--- config.mk ---
export PLATFORM = sky130hd
export DESIGN_NAME = nco_frame_analyzer
export DESIGN_NICKNAME = d
export VERILOG_FILES = /design/src/rtl/nco_frame_analyzer.sv
export SDC_FILE = /design/constraint.sdc
export NUM_CORES = 1
export LEC_CHECK = 0
export CAP_MARGIN = 20
export CORE_ASPECT_RATIO = 0.8
export CORE_MARGIN = 1
export CORE_UTILIZATION = 30
export CTS_CLUSTER_DIAMETER = 60
export CTS_CLUSTER_SIZE = 16
export DETAILED_ROUTE_END_ITERATION = 8
export DONT_BUFFER_PORTS = 1
export PLACE_DENSITY = 0.49
export RECOVER_POWER = 25
export SLEW_MARGIN = 25
export SYNTH_ARGS = -nofsm -noshare
export SYNTH_HDL_FRONTEND = slang
export SYNTH_SLANG_ARGS = --single-unit
--- constraint.sdc ---
create_clock -name clk -period 3.9 [get_ports clk]
set_input_delay 0.39 -clock clk [delete_from_list [all_inputs] [get_ports clk]]
set_output_delay 0.39 -clock clk [all_outputs]
set_load 0.005 [all_outputs]
--- src/rtl/nco_frame_analyzer.sv ---
// rtl/nco_frame_analyzer.sv - splits NCO samples into select-tagged frames and queues min/max/sum results

module nco_frame_fifo #(
   parameter int W     = 8,
   parameter int DEPTH = 4
) (
   input  logic         clk,
   input  logic         reset,
   input  logic         s_tvalid,
   input  logic [W-1:0] s_tdata,
   output logic         s_tready,
   output logic         m_tvalid,
   output logic [W-1:0] m_tdata,
   input  logic         m_tready
);
   localparam int AW = (DEPTH < 2) ? 1 : $clog2(DEPTH);

   logic [W-1:0] mem_q [DEPTH];
   logic [W-1:0] mem_d [DEPTH];
   logic [AW:0]  wr_ptr_q, wr_ptr_d, rd_ptr_q, rd_ptr_d;
   logic         empty, full, rd_en, wr_en;

   assign empty    = (wr_ptr_q == rd_ptr_q);
   assign full     = (wr_ptr_q[AW] != rd_ptr_q[AW]) && (wr_ptr_q[AW-1:0] == rd_ptr_q[AW-1:0]);
   assign m_tvalid = !empty;
   assign rd_en    = m_tvalid & m_tready;
   // A full queue still accepts a write when the head leaves in the same cycle.
   assign s_tready = !full | rd_en;
   assign wr_en    = s_tvalid & s_tready;
   assign m_tdata  = empty ? '0 : mem_q[rd_ptr_q[AW-1:0]];

   always_comb begin
      mem_d    = mem_q;
      wr_ptr_d = wr_ptr_q;
      rd_ptr_d = rd_ptr_q;
      if (wr_en) begin
         mem_d[wr_ptr_q[AW-1:0]] = s_tdata;
         wr_ptr_d = wr_ptr_q + (AW+1)'(1);
      end
      if (rd_en) begin
         rd_ptr_d = rd_ptr_q + (AW+1)'(1);
      end
   end

   always_ff @(posedge clk) begin
      if (reset) begin
         wr_ptr_q <= '0;
         rd_ptr_q <= '0;
         mem_q    <= '{default: '0};
      end else begin
         wr_ptr_q <= wr_ptr_d;
         rd_ptr_q <= rd_ptr_d;
         mem_q    <= mem_d;
      end
   end
endmodule

module nco_frame_analyzer #(
   parameter int SELECT_WIDTH = 3,
   parameter int WAVE_WIDTH   = 8,
   parameter int FRAME_LEN    = 32,
   parameter int SETTLE       = 1,
   parameter int FIFO_DEPTH   = 4
) (
   input  logic                                    clk,
   input  logic                                    reset,
   input  logic                                    enable,
   input  logic [SELECT_WIDTH-1:0]                 signal_out,
   input  logic [WAVE_WIDTH-1:0]                   wave_out,
   output logic                                    res_valid,
   input  logic                                    res_ready,
   output logic [SELECT_WIDTH-1:0]                 res_sel,
   output logic [WAVE_WIDTH-1:0]                   res_min,
   output logic [WAVE_WIDTH-1:0]                   res_max,
   output logic [WAVE_WIDTH+$clog2(FRAME_LEN)-1:0] res_sum,
   output logic                                    frame_abort,
   output logic                                    overflow
);
   localparam int CW  = $clog2(FRAME_LEN);
   localparam int SW  = WAVE_WIDTH + CW;
   localparam int SCW = (SETTLE < 2) ? 1 : $clog2(SETTLE + 1);
   localparam int RW  = SELECT_WIDTH + 2 * WAVE_WIDTH + SW;
   localparam logic [CW-1:0] LAST = CW'(FRAME_LEN - 1);

   typedef enum logic [1:0] {ST_IDLE, ST_SETTLE, ST_COLLECT} state_t;
   localparam state_t AFTER_CHG = (SETTLE == 0) ? ST_COLLECT : ST_SETTLE;

   state_t                  state_q, state_d;
   logic [SELECT_WIDTH-1:0] sel_q, sel_d, fsel_q, fsel_d;
   logic [CW-1:0]           cnt_q, cnt_d;
   logic [SCW-1:0]          scnt_q, scnt_d;
   logic [WAVE_WIDTH-1:0]   min_q, min_d, max_q, max_d, nmin, nmax;
   logic [SW-1:0]           sum_q, sum_d, nsum;
   logic                    abort_q, abort_d, ovf_q, ovf_d;
   logic                    chg, push, clr, fifo_ready;
   logic [RW-1:0]           head;

   assign chg  = (signal_out != sel_q);
   assign nmin = (wave_out < min_q) ? wave_out : min_q;
   assign nmax = (wave_out > max_q) ? wave_out : max_q;
   assign nsum = sum_q + SW'(wave_out);

   always_comb begin
      state_d = state_q;
      sel_d   = signal_out;
      fsel_d  = fsel_q;
      cnt_d   = cnt_q;
      scnt_d  = scnt_q;
      min_d   = min_q;
      max_d   = max_q;
      sum_d   = sum_q;
      abort_d = 1'b0;
      push    = 1'b0;
      clr     = 1'b0;
      case (state_q)
         ST_IDLE: begin
            // The cycle that sees enable is itself the first discarded sample.
            if (enable) begin
               if (SETTLE == 0 || (SETTLE == 1 && !chg)) begin
                  state_d = ST_COLLECT;
               end else begin
                  state_d = ST_SETTLE;
                  scnt_d  = chg ? '0 : SCW'(1);
               end
            end
         end
         ST_SETTLE: begin
            if (chg) begin
               scnt_d = '0;
            end else if (int'(scnt_q) + 1 >= SETTLE) begin
               state_d = ST_COLLECT;
               scnt_d  = '0;
            end else begin
               scnt_d = scnt_q + SCW'(1);
            end
         end
         ST_COLLECT: begin
            if (cnt_q == '0) fsel_d = sel_q;
            if (chg && cnt_q != LAST) begin
               abort_d = 1'b1;
               clr     = 1'b1;
               state_d = AFTER_CHG;
               scnt_d  = '0;
            end else if (cnt_q == LAST) begin
               push = 1'b1;
               clr  = 1'b1;
               if (chg) begin
                  state_d = AFTER_CHG;
                  scnt_d  = '0;
               end
            end else begin
               cnt_d = cnt_q + CW'(1);
               min_d = nmin;
               max_d = nmax;
               sum_d = nsum;
            end
         end
         default: state_d = ST_IDLE;
      endcase
      if (!enable) begin
         abort_d = (state_q == ST_COLLECT) && (cnt_q != '0);
         state_d = ST_IDLE;
         push    = 1'b0;
         clr     = 1'b1;
      end
      if (clr) begin
         cnt_d = '0;
         min_d = '1;
         max_d = '0;
         sum_d = '0;
      end
      ovf_d = ovf_q | (push & !fifo_ready);
   end

   always_ff @(posedge clk) begin
      if (reset) begin
         state_q <= ST_IDLE;
         sel_q   <= signal_out;
         fsel_q  <= '0;
         cnt_q   <= '0;
         scnt_q  <= '0;
         min_q   <= '1;
         max_q   <= '0;
         sum_q   <= '0;
         abort_q <= 1'b0;
         ovf_q   <= 1'b0;
      end else begin
         state_q <= state_d;
         sel_q   <= sel_d;
         fsel_q  <= fsel_d;
         cnt_q   <= cnt_d;
         scnt_q  <= scnt_d;
         min_q   <= min_d;
         max_q   <= max_d;
         sum_q   <= sum_d;
         abort_q <= abort_d;
         ovf_q   <= ovf_d;
      end
   end

   nco_frame_fifo #(.W(RW), .DEPTH(FIFO_DEPTH)) u_fifo (
      .clk      (clk),
      .reset    (reset),
      .s_tvalid (push),
      .s_tdata  ({fsel_q, nmin, nmax, nsum}),
      .s_tready (fifo_ready),
      .m_tvalid (res_valid),
      .m_tdata  (head),
      .m_tready (res_ready)
   );

   assign {res_sel, res_min, res_max, res_sum} = head;
   assign frame_abort = abort_q;
   assign overflow    = ovf_q;
endmodule

Yosys cells after proc, flatten, opt, wreduce, memory -nomap -nowiden
Index checks and enable logic that the tools add are counted.
{"block": "totals", "ff_bits": 179, "in_bits": 15, "output_inout_bits": 35, "word_cells": 101}
{"block": "op_classes", "add_sub_neg": 6, "order_cmp": 6, "eq_ne": 13, "mux": 33, "bitwise_logic": 10, "n_reduce_logical": 17}
{"op": "$bwmux 128", "count": 1}
{"op": "$mux 32", "count": 4}
{"op": "$bmux 32 s2", "count": 1}
{"op": "$demux 32 s2", "count": 1}
{"op": "$mux 1", "count": 16}
{"op": "$mux 8", "count": 2}
{"op": "$add 13x8->13", "count": 1}
{"op": "$mux 2", "count": 6}
{"op": "$gt 8x8->1", "count": 1}
{"op": "$lt 8x8->1", "count": 1}
{"op": "$add 3x1->3 const B", "count": 2}
{"op": "$ge 3x3->1 const B", "count": 2}
{"op": "$ne 2x2->1 const B", "count": 3}
{"op": "$ne 3x3->1 const B", "count": 2}
{"op": "$not 2->3", "count": 2}
{"op": "$pmux 2 s3", "count": 1}
{"op": "$reduce_and 3->1", "count": 2}
{"op": "$add 5x1->5 const B", "count": 1}
{"op": "$eq 5x5->1 const B", "count": 1}
{"op": "$logic_not 5->1", "count": 1}
{"op": "$ne 5x5->1 const B", "count": 1}
{"op": "$reduce_bool 5->1", "count": 1}
{"op": "$logic_and 1x1->1", "count": 4}
{"op": "$reduce_and 4->1", "count": 1}
{"op": "19 further kinds", "count": 27}

Logic depth before layout (Yosys ltp)
Gate-level depths: netlist of run 1.
{"block": "depth", "ltp_word": 7, "depth_mapped": 11, "ltp_nobuf": 9}

By module
Synthesis of run 1 repeated with hierarchy kept, for this count alone.
{"block": "unflattened", "cells_unflattened": 865, "hier_area_um2": 8967.4}
{"module": "nco_frame_fifo", "n_inst": 1, "cells_per_inst": 580, "area_per_inst_um2": 6264.8, "seq_area_each_um2": 2682.6}
{"module": "nco_frame_analyzer", "n_inst": 1, "cells_per_inst": 285, "area_per_inst_um2": 2702.6, "seq_area_each_um2": 880.8}

Least setup slack after synthesis of run 1
No wires, ideal clock.
{"block": "synth_path", "path_type": "input to register", "start": "input port wave_out[0]", "end": "register u_fifo.mem_q[104] (netlist bit)", "setup_ns": 0.057, "t_arrival_ns": 2.225, "t_required_ns": 3.843, "slack_ns": 1.618, "path_stages": 9, "n_path_buf": 0, "path_cell_list": "ha_1 -> inv_1 -> fa_1 -> and2b_1 -> o2111ai_1 -> and2_1 -> or3_1 -> a31oi_2 -> a21o_1"}
{"block": "synth_between", "elab_chain_len": 2}
{"item": "start: declaration", "line_no": "69", "rtl": "input logic [WAVE_WIDTH-1:0] wave_out,"}
{"item": "$add 13x8->13", "line_no": "101", "rtl": "assign nsum = sum_q + SW'(wave_out);"}
{"item": "$bwmux 128", "line_no": "37", "rtl": "mem_d[wr_ptr_q[AW-1:0]] = s_tdata;"}
{"item": "end signal: assignment", "line_no": "53", "rtl": "mem_q <= mem_d;"}
{"item": "end: declaration", "line_no": "18", "rtl": "logic [W-1:0] mem_q [DEPTH];"}
No other way between the ends.
A chain may end at the register's enable or synchronous reset.

Final worst setup path of run 1
{"block": "layout_path", "start": "register cnt_q[0]", "end": "register u_fifo.mem_q[20] (netlist bit)"}
{"block": "layout_between", "elab_chain_len": 6, "word_cells_on_any_way": 8, "cone_classes": "eq/ne: 2; mux: 4; bitwise: 1; reduce/logical: 1"}
{"item": "start: declaration", "line_no": "90", "rtl": "logic [CW-1:0] cnt_q, cnt_d;"}
{"item": "start signal: assignment", "line_no": "191", "rtl": "cnt_q <= cnt_d;"}
{"item": "$eq 5x5->1 / $ne 5x5->1 (equally long branches)", "line_no": "144, 139"}
{"item": "$mux 1 / $logic_and 1x1->1 (equally long branches)", "line_no": "144, 139"}
{"item": "$mux 1 (*)", "line_no": "139", "rtl": "if (chg && cnt_q != LAST) begin"}
{"item": "$mux 1 (*)", "line_no": "115", "rtl": "case (state_q)"}
{"item": "$mux 1 (*)", "line_no": "160", "rtl": "if (!enable) begin"}
{"item": "$and 1x1->1 (*)", "line_no": "29", "rtl": "assign wr_en = s_tvalid & s_tready;"}
Every way passes the cells marked *; elsewhere a longest branch is shown, timed or not.

==> results of run 1 <==
[kinds of logic after synthesis]
logic type	count (synthesis)	synth area share, %
XOR/XNOR	21	2.18
AND/OR/NAND/NOR	312	16.4
adder cells (fa/ha/maj)	32	4.84
flip-flops	178	42.3
multiplexers	49	10.6
buffers and inverters	93	6.33
AO/OA/AOI/OAI	209	17.3
[metrics by stage]
step / instances / cell area [um2] / utilization [%] / power (mW) / setup WS (ps)
after global routing: 1236 / 9140 / 33.3 / 3.86 / 409
final: 1236 / 9140 / 33.3 / 3.71 / 715
after detailed placement: 1200 / 8510 / 31.0 / 1.97 / 955
after global placement: 1200 / 8510 / 31.0 / 1.97 / 1120
after floorplan: 894 / 8420 / - / 1.96 / 1620
after CTS: 1236 / 9160 / 33.4 / 3.77 / 950
[critical path: cells and delay by family, from the launching register on]
kind,cells,cell delay [ps]
flip-flops,1,400
adder cells (fa/ha/maj),2,420
AO/OA/AOI/OAI,2,950
AND/OR/NAND/NOR,4,890
buffers and inverters,1,440
[final cells by class]
type / instances / area [um2]
clock buffer: 19 / 443
sequential: 178 / 3570
tap: 364 / 455
inverter: 26 / 97.6
multi-input combinational: 623 / 4310
fill: 2857 / 18300
timing repair buffer: 13 / 100
clock inverter: 13 / 165
[cell usage after synthesis, types with 4 or more instances]
master	instances
a21o_1	9
nand2_1	85
dfxtp_1	178
clkbuf_1	25
ha_1	31
o21ai_0	10
buf_6	20
nor2b_1	5
xor2_1	8
a211oi_1	84
nand4_1	4
nor3b_1	4
and2_1	35
nor2_1	141
mux4_2	32
mux2i_1	17
buf_2	17
nor3_1	12
a31oi_1	5
o22ai_1	5
a22o_1	10
nand3_1	9
inv_1	26
xnor2_1	13
a21oi_1	56
o32a_1	8
[metal layers]
| layer | GRT usage (%) | up-vias | part of all wire (%) |
|---|---|---|---|
| met3 | 4.20 | 18 | 5.2 |
| met1 | 23.5 | 2894 | 54 |
| li1 | - | 3115 | - |
| met2 | 20.6 | 102 | 40 |
| met4 | 4.19 | 0 | 0.91 |
| met5 | 0 | - | 0 |
[power by group]
part           switching (mW)  leakage (nW)  internal, mW  total (mW)
sequential            0.00438          1.44          1.82        1.82
combinational          0.0668          1.41        0.0368       0.104
clock                   0.798         0.296         0.988        1.79
[final timing paths]
path                    startpoint                to  cells after the start
setup / recovery          cnt_q[0]  u_fifo.mem_q[20]                      9
hold / removal               reset   u_fifo.mem_q[5]                      1
setup reg to reg          cnt_q[0]  u_fifo.mem_q[20]                      9
hold reg to reg   u_fifo.mem_q[64]  u_fifo.mem_q[64]                      2
[registers in the layout (all words and copies together) (netlist names)]
name,count
sum_q,13
u_fifo.wr_ptr_q,3
max_q,8
frame_abort,1
cnt_q,5
fsel_q,3
u_fifo.rd_ptr_q,3
state_q,2
sel_q,3
overflow,1
u_fifo.mem_q,128
min_q,8
[timing repair]
action,CTS,global route
buffers inserted,0,0
hold endpoints to repair,8,0
hold buffers,4,0
==> impl_metrics.ini, run 1 <==
[critical_path]
rrSetupSlack_ps = 710
crit_path_max_fanout = 44
cp_cell_sequence = ha_1, and3_1, ha_1, nand4b_1, a41oi_1, and2_2, buf_4, nor2_1, a211oi_1
crit_type = register to register
crit_required_ps = 4260
critPathArrivalTime_ps = 3540
max_stage_delay_ps = 720
worst_path_most_repeated_cell = ha_1
worst_setup_path_end_kind = register
cpMaxStageDelayCell = a41oi_1
startpoint_type = register

[drt]
routed_wl_um = 21200
num_vias = 6129
vias_per_cell = 4.96
remaining_drc_errors = 0
drt_iter0_markers = 505
wl_per_cell_um = 17.2
drtAntennaViolNets = 0
drtPass1Iterations = 5

[sta]
worst_slew_pin_slew_ps = 1340
rsz0062_at_grt = false
slew_viol_final = 0
fmaxAchievable_mhz = 314
fin_tns_setup_ps = 0
min_period_ps = 3190
finalSetupViolations = 0
max_slew_margin_pct = 10.9
hold_ws_ps = 36.1
fin_crit_sh_pct = 81.7
finClkSkew_ps = 14.0
hold_viol = 0

[grt]
globalRouteOverflowTotal = 0
grt_pass1_vias = 5726
antenna_found_initial = 0
grt_util_all_layers_pct = 15.3
grt_max_degree = 139
grt_first_pass_wirelength_um = 34300

[layout]
area_growth_pct = 8.50
drive_gt1_share_pct = 8.94
layout.cells.most_common = dfxtp_1
fin_nets = 906
mostFrequentLayoutCells = 176 x dfxtp_1, 141 x nor2_1, 85 x nand2_1, 84 x a211oi_1, 56 x a21oi_1
diodes = 0

[logic_synthesis]
synth-edff-count = 0
yosysUniqueCellTypes = 53
async_flop_share_pct = 0
synth_nets = 941
syn_inst = 894
synth_top_area_share_pct = 42.3
synth_area_um2 = 8420
yosysWarnings = 0
ys_ff_latch = 178
ys_seq_area_share_pct = 42.3
yosys-top-cells-area = dfxtp_1 42%, mux4_2 8.6%, a211oi_1 7.5%
synth-main-ff-cell = dfxtp_1
synth_top_cell_by_area = dfxtp_1
avgSynthCellArea_um2 = 9.42

[clock_tree]
cts_tree = yes
cts-root-buf = clkbuf_16
h-tree-depth = 4
clock_path_buffers = 2
cts_made_buffers = 17
cts.repair.resized = 0
clkLatencyLatePin_ps = 440
clock_sinks = 178
clk_pin_slew_ps = 80

[power_and_ir_drop]
p_leak_nw = 3.15
power-per-cell-area_nw_per_um2 = 407
ir_worst_vdd_uv = 296

[die]
start_util_pct = 30.7
dieArea_um2 = 28700
coreArea_um2 = 27400
dieHeight_um = 152
die_w_um = 189
rows = 54
boundaryPins = 50

[run_status]
outcome = complete, no violations

[job]
max-cap-violations = 0

[placed_design]
gp_congestion = 0.795
port_buffers = 0
place_hpwl_um = 13800

[worst_hold_path]
min_path_type = input port to register
Power figures use the tool's default switching activity.
==> inputs of run 2 (changes only) <==
- PLACE_DENSITY: 0.49 -> 0.5
- clock period: 3.9 -> 2.8 ns (I/O delays scaled with it)
==> impl_metrics.ini, run 2 (same netlist as run 1, synthesis figures left out) <==
[run_status]
outcome = complete, no violations

[power_and_ir_drop]
power.total_mw = 5.28
cellInternalPower_mw = 3.92
clkPwrFrac_pct = 48.0
p_seq_share_pct = 48.1
power-per-cell-area_nw_per_um2 = 557
p_leak_nw = 3.31
sw_frac_of_total_pct = 25.7
pwr-share-comb_pct = 3.9
power.switching_mw = 1.36
ir_worst_vdd_uv = 360

[drt]
drt_iter0_markers = 402
wl_per_cell_um = 17.4
remaining_drc_errors = 0
drtAntennaViolNets = 0
num_vias = 6234
drtPass1Iterations = 5
routed_wl_um = 22000
vias_per_cell = 4.94

[sta]
fin_crit_sh_pct = 89.5
worst_slew_pin_slew_ps = 754
finClkSkew_ps = 18.2
fmaxAchievable_mhz = 399
fin_tns_setup_ps = 0
rsz0062_at_grt = false
slew_viol_final = 0
hold_viol = 0
min_period_ps = 2510
finalSetupViolations = 0
max_slew_margin_pct = 49.0

[clock_tree]
cts_made_buffers = 17
clock_sinks = 178
h-tree-depth = 4
clock_path_buffers = 2
clkLatencyLatePin_ps = 440
clk_pin_slew_ps = 80
cts_tree = yes
cts-root-buf = clkbuf_16

[die]
boundaryPins = 50
die_w_um = 189
start_util_pct = 30.7
coreArea_um2 = 27400
dieArea_um2 = 28700
dieHeight_um = 152
rows = 54

[critical_path]
startpoint = cnt_q[0]
critPathArrivalTime_ps = 2830
startpoint_type = register
crit_path_max_fanout = 20
crit_type = register to register
max_stage_delay_ps = 400
timing.rr.start = cnt_q[0]
worst_setup_path_end_kind = register
cp_cell_sequence = ha_1, and3_1, ha_1, nand4b_1, buf_4, a41oi_4, and2_4, buf_4, nor3b_1, a21o_1
crit_required_ps = 3120
cpMaxStageDelayCell = dfxtp_1

[layout]
reg_top3 = u_fifo.mem_q x128, sum_q x13
drive_gt1_share_pct = 11.2
regMostFlops = u_fifo.mem_q
layout.cells.most_common = dfxtp_1
fillers = 2849
area_growth_pct = 12.7
diodes = 0
fin_nets = 932
mostFrequentLayoutCells = 176 x dfxtp_1, 141 x nor2_1, 84 x a211oi_1, 81 x nand2_1, 56 x a21oi_1
largest_reg_flops = 128

[grt]
grt_pass1_vias = 6008
globalRouteOverflowTotal = 0
antenna_found_initial = 0
grt_max_degree = 135
grt_util_all_layers_pct = 16.0
grt_first_pass_wirelength_um = 35600

[placed_design]
port_buffers = 0
gp_congestion = 0.805
place_hpwl_um = 14500

[job]
max-cap-violations = 0

[worst_hold_path]
hold_path_startpoint = enable
min_path_type = input port to register
[run 2: cell count changes in the layout (fill, tap and decap cells not counted), moves of 3 or more]
cell,delta
nand2_2,+4
nand2_1,-4
clkinv_8,+8
inv_8,-3
buf_12,+4
dlygate4sd3_1,+8
and2_1,+4
buf_4,+10
and2_0,-4
[run 2: worst paths after layout]
| path | cells after the start | slack, ps | endpoint |
|---|---|---|---|
| max | 10 | 290 | u_fifo.mem_q[72] |
| min | 2 | 20 | sum_q[7] |
| max reg2reg | 10 | 290 | u_fifo.mem_q[72] |
| min reg2reg | 2 | 450 | u_fifo.mem_q[34] |
[run 2: power by group through the flow]
stage          registers (mW)  logic (mW)  clock network (mW)
2_1_floorplan            2.60       0.126                   0
3_3_place_gp             2.60       0.148                   0
3_5_place_dp             2.60       0.147                   0
4_1_cts                  2.54       0.204                2.61
5_1_grt                  2.54       0.222                2.72
6_report                 2.54       0.204                2.54
[run 2: critical path: cells and delay by family, from the launching register on]
kind	cells	cell delay (ps)
flip-flops	1	400
adder cells (fa/ha/maj)	2	420
buffers and inverters	2	440
AND/OR/NAND/NOR	4	720
AO/OA/AOI/OAI	2	410
[run 2: area by class of cell]
type,instances,area (um2),share of cell area [%]
tap,364,455,4.80
inverter,26,97.6,1.03
sequential,178,3570,37.6
timing repair buffer,39,377,3.97
clock buffer,17,425,4.48
multi-input combinational,623,4340,45.7
clock inverter,15,230,2.43
[run 2: what timing repair did]
action | in CTS | in global routing
hold buffers | 13 | 0
resized for setup | 0 | 5
hold endpoints to repair | 153 | 0
endpoints found under the setup margin | 0 | 98
buffers inserted | 0 | 1
[run 2: stage by stage]
stage	cells	setup WS (ps)	hold WS (ps)	area [um2]	util (%)
floorplan	894	592	308	8420	-
global placement	1216	161	308	8680	31.6
detailed placement	1216	52.1	308	8680	31.6
CTS	1261	17.8	1.10	9480	34.6
global route	1262	86.1	13.5	9490	34.6
finish	1262	293	22.4	9490	34.6
[run 2: per-layer routing]
layer	vias up	GRT usage [%]	part of all wire (%)
met5	-	0	0
met4	0	3.38	0.48
met3	8	3.47	3.9
met2	103	22.4	43
met1	2947	24.6	53
li1	3176	-	-
==> inputs of run 3 (changes only) <==
- PLACE_DENSITY: 0.5 -> 0.49
- clock period: 2.8 -> 2.4 ns (I/O delays scaled with it)
==> impl_metrics.ini, run 3 (same netlist as run 1, synthesis figures left out) <==
[sta]
min_period_ps = 2300
hold_viol = 56
fin_tns_setup_ps = 0
max_slew_margin_pct = 59.3
fin_crit_sh_pct = 95.8
fmaxAchievable_mhz = 435
slew_viol_final = 0
finalSetupViolations = 0
hold_ws_ps = -128
worst_slew_pin_slew_ps = 609
finClkSkew_ps = 13.1

[drt]
maxUsedRoutingLayer = met4
num_vias = 6378
remaining_drc_errors = 0
wl_met1_um = 11800
vias_per_cell = 4.91
drtPass1Iterations = 4
wl_per_cell_um = 17.2
drt_iter0_markers = 452
drtAntennaViolNets = 0
routed_wl_um = 22400
met3_length_um = 831
route.met2.wl_um = 9700

[grt]
grt_max_degree = 143
antenna_found_initial = 0
grt_util_all_layers_pct = 16.0
grt_pass1_vias = 6182
grt_first_pass_wirelength_um = 35700
globalRouteOverflowTotal = 0

[layout]
diodes = 0
reg_top3 = u_fifo.mem_q x128, sum_q x13
layout.cells.most_common = dfxtp_1
final_util_pct = 36.0
fillers = 2861
fin_nets = 971
final_area_um2 = 9860
mostFrequentLayoutCells = 175 x dfxtp_1, 141 x nor2_1, 85 x nand2_1, 84 x a211oi_1, 56 x a21oi_1
regMostFlops = u_fifo.mem_q
area_growth_pct = 17.2
largest_reg_flops = 128
drive_gt1_share_pct = 14.4

[critical_path]
max_stage_delay_ps = 610
critPathArrivalTime_ps = 2060
startpoint_type = register
crit_required_ps = 2160
critical_path.top_delay_family = multiplexers
cp_cell_sequence = clkbuf_2, mux4_2, and2_1
cpMaxStageDelayCell = mux4_2
crit_type = register to output pin
critPathBufInv = 1
crit_path_max_fanout = 12
worst_setup_path_end_kind = output pin

[power_and_ir_drop]
power-per-cell-area_nw_per_um2 = 608
ir_worst_vdd_uv = 461
p_leak_nw = 3.52

[die]
coreArea_um2 = 27400
start_util_pct = 30.7
boundaryPins = 50
die_w_um = 189
dieArea_um2 = 28700
rows = 54
dieHeight_um = 152

[worst_hold_path]
min_path_type = input port to register

[clock_tree]
clock_sinks = 178
clkLatencyLatePin_ps = 430
clock_path_buffers = 2
cts-root-buf = clkbuf_16
cts_tree = yes
h-tree-depth = 4
ctsHoldBuffers = 21
clk_pin_slew_ps = 70
cts_made_buffers = 17

[run_status]
outcome = finished with violations
violations = negative hold slack

[placed_design]
port_buffers = 0
place_hpwl_um = 15000
gp_congestion = 0.780
placed_cell_area_um2 = 9040

[job]
max-cap-violations = 0
==> run 3: cell types whose count changed in the layout (fill, tap and decap cells not counted), sizes merged <==
cell and change:
clkbuf +7, dlygate4sd3 +9, clkinvlp +2, bufinv +1
buf +24, inv +2, clkinv -7
==> run 3: path summary, 6_finish.rpt <==
kind / end / from / depth (start not counted) / slack [ps]
worst max-delay path: res_sum[0] / u_fifo.rd_ptr_q[1] / 3 / 100
worst min register to register: u_fifo.mem_q[4] / u_fifo.mem_q[4] / 2 / 450
worst min-delay path: u_fifo.mem_q[101] / reset / 1 / -130
worst max register to register: u_fifo.mem_q[40] / sum_q[0] / 9 / 130
==> run 3: worst register-to-register path: stages, from the launching register on <==
cell and delay [ps]:
dfxtp_1 340, ha_2 180, inv_1 50, fa_2 330, and2b_1 230, o2111ai_2 160, and2_4 220, or3_4 370
a31oi_4 180, a21o_1 140
==> run 3: what timing repair did <==
action | CTS | global route
buffers inserted | 0 | 2
gates resized for setup | 3 | 11
endpoints found under the hold margin | 155 | 126
setup endpoints to repair | 6 | 25
pin swaps | 0 | 7
==> run 3: through the flow <==
step,setup WS [ps],power [mW],instances
after floorplan,192,3.18,894
after global placement,35.7,3.22,1246
after detailed placement,-11.3,3.22,1246
after CTS,1.58,6.09,1298
after global routing,-56.7,6.23,1300
final,102,6.00,1300
==> run 3: cell type report <==
cell class                 count  area, um2  area share, %
multi-input combinational    623       4370           44.3
clock inverter                13        150           1.52
sequential                   178       3570           36.2
inverter                      26       97.6          0.989
tap                          364        455           4.62
timing repair buffer          78        792           8.03
clock buffer                  18        429           4.35
==> run 3: per-layer routing <==
layer,vias up,GRT usage (%)
li1,3243,-
met1,3046,23.8
met2,80,23.2
met3,9,3.79
met4,0,3.34
met5,-,0
==> run 3: power by group <==
part / internal [mW] / switching (mW)
clock: 1.55 / 1.26
sequential: 2.96 / 0.00721
combinational: 0.0896 / 0.123
total: 4.60 / 1.39
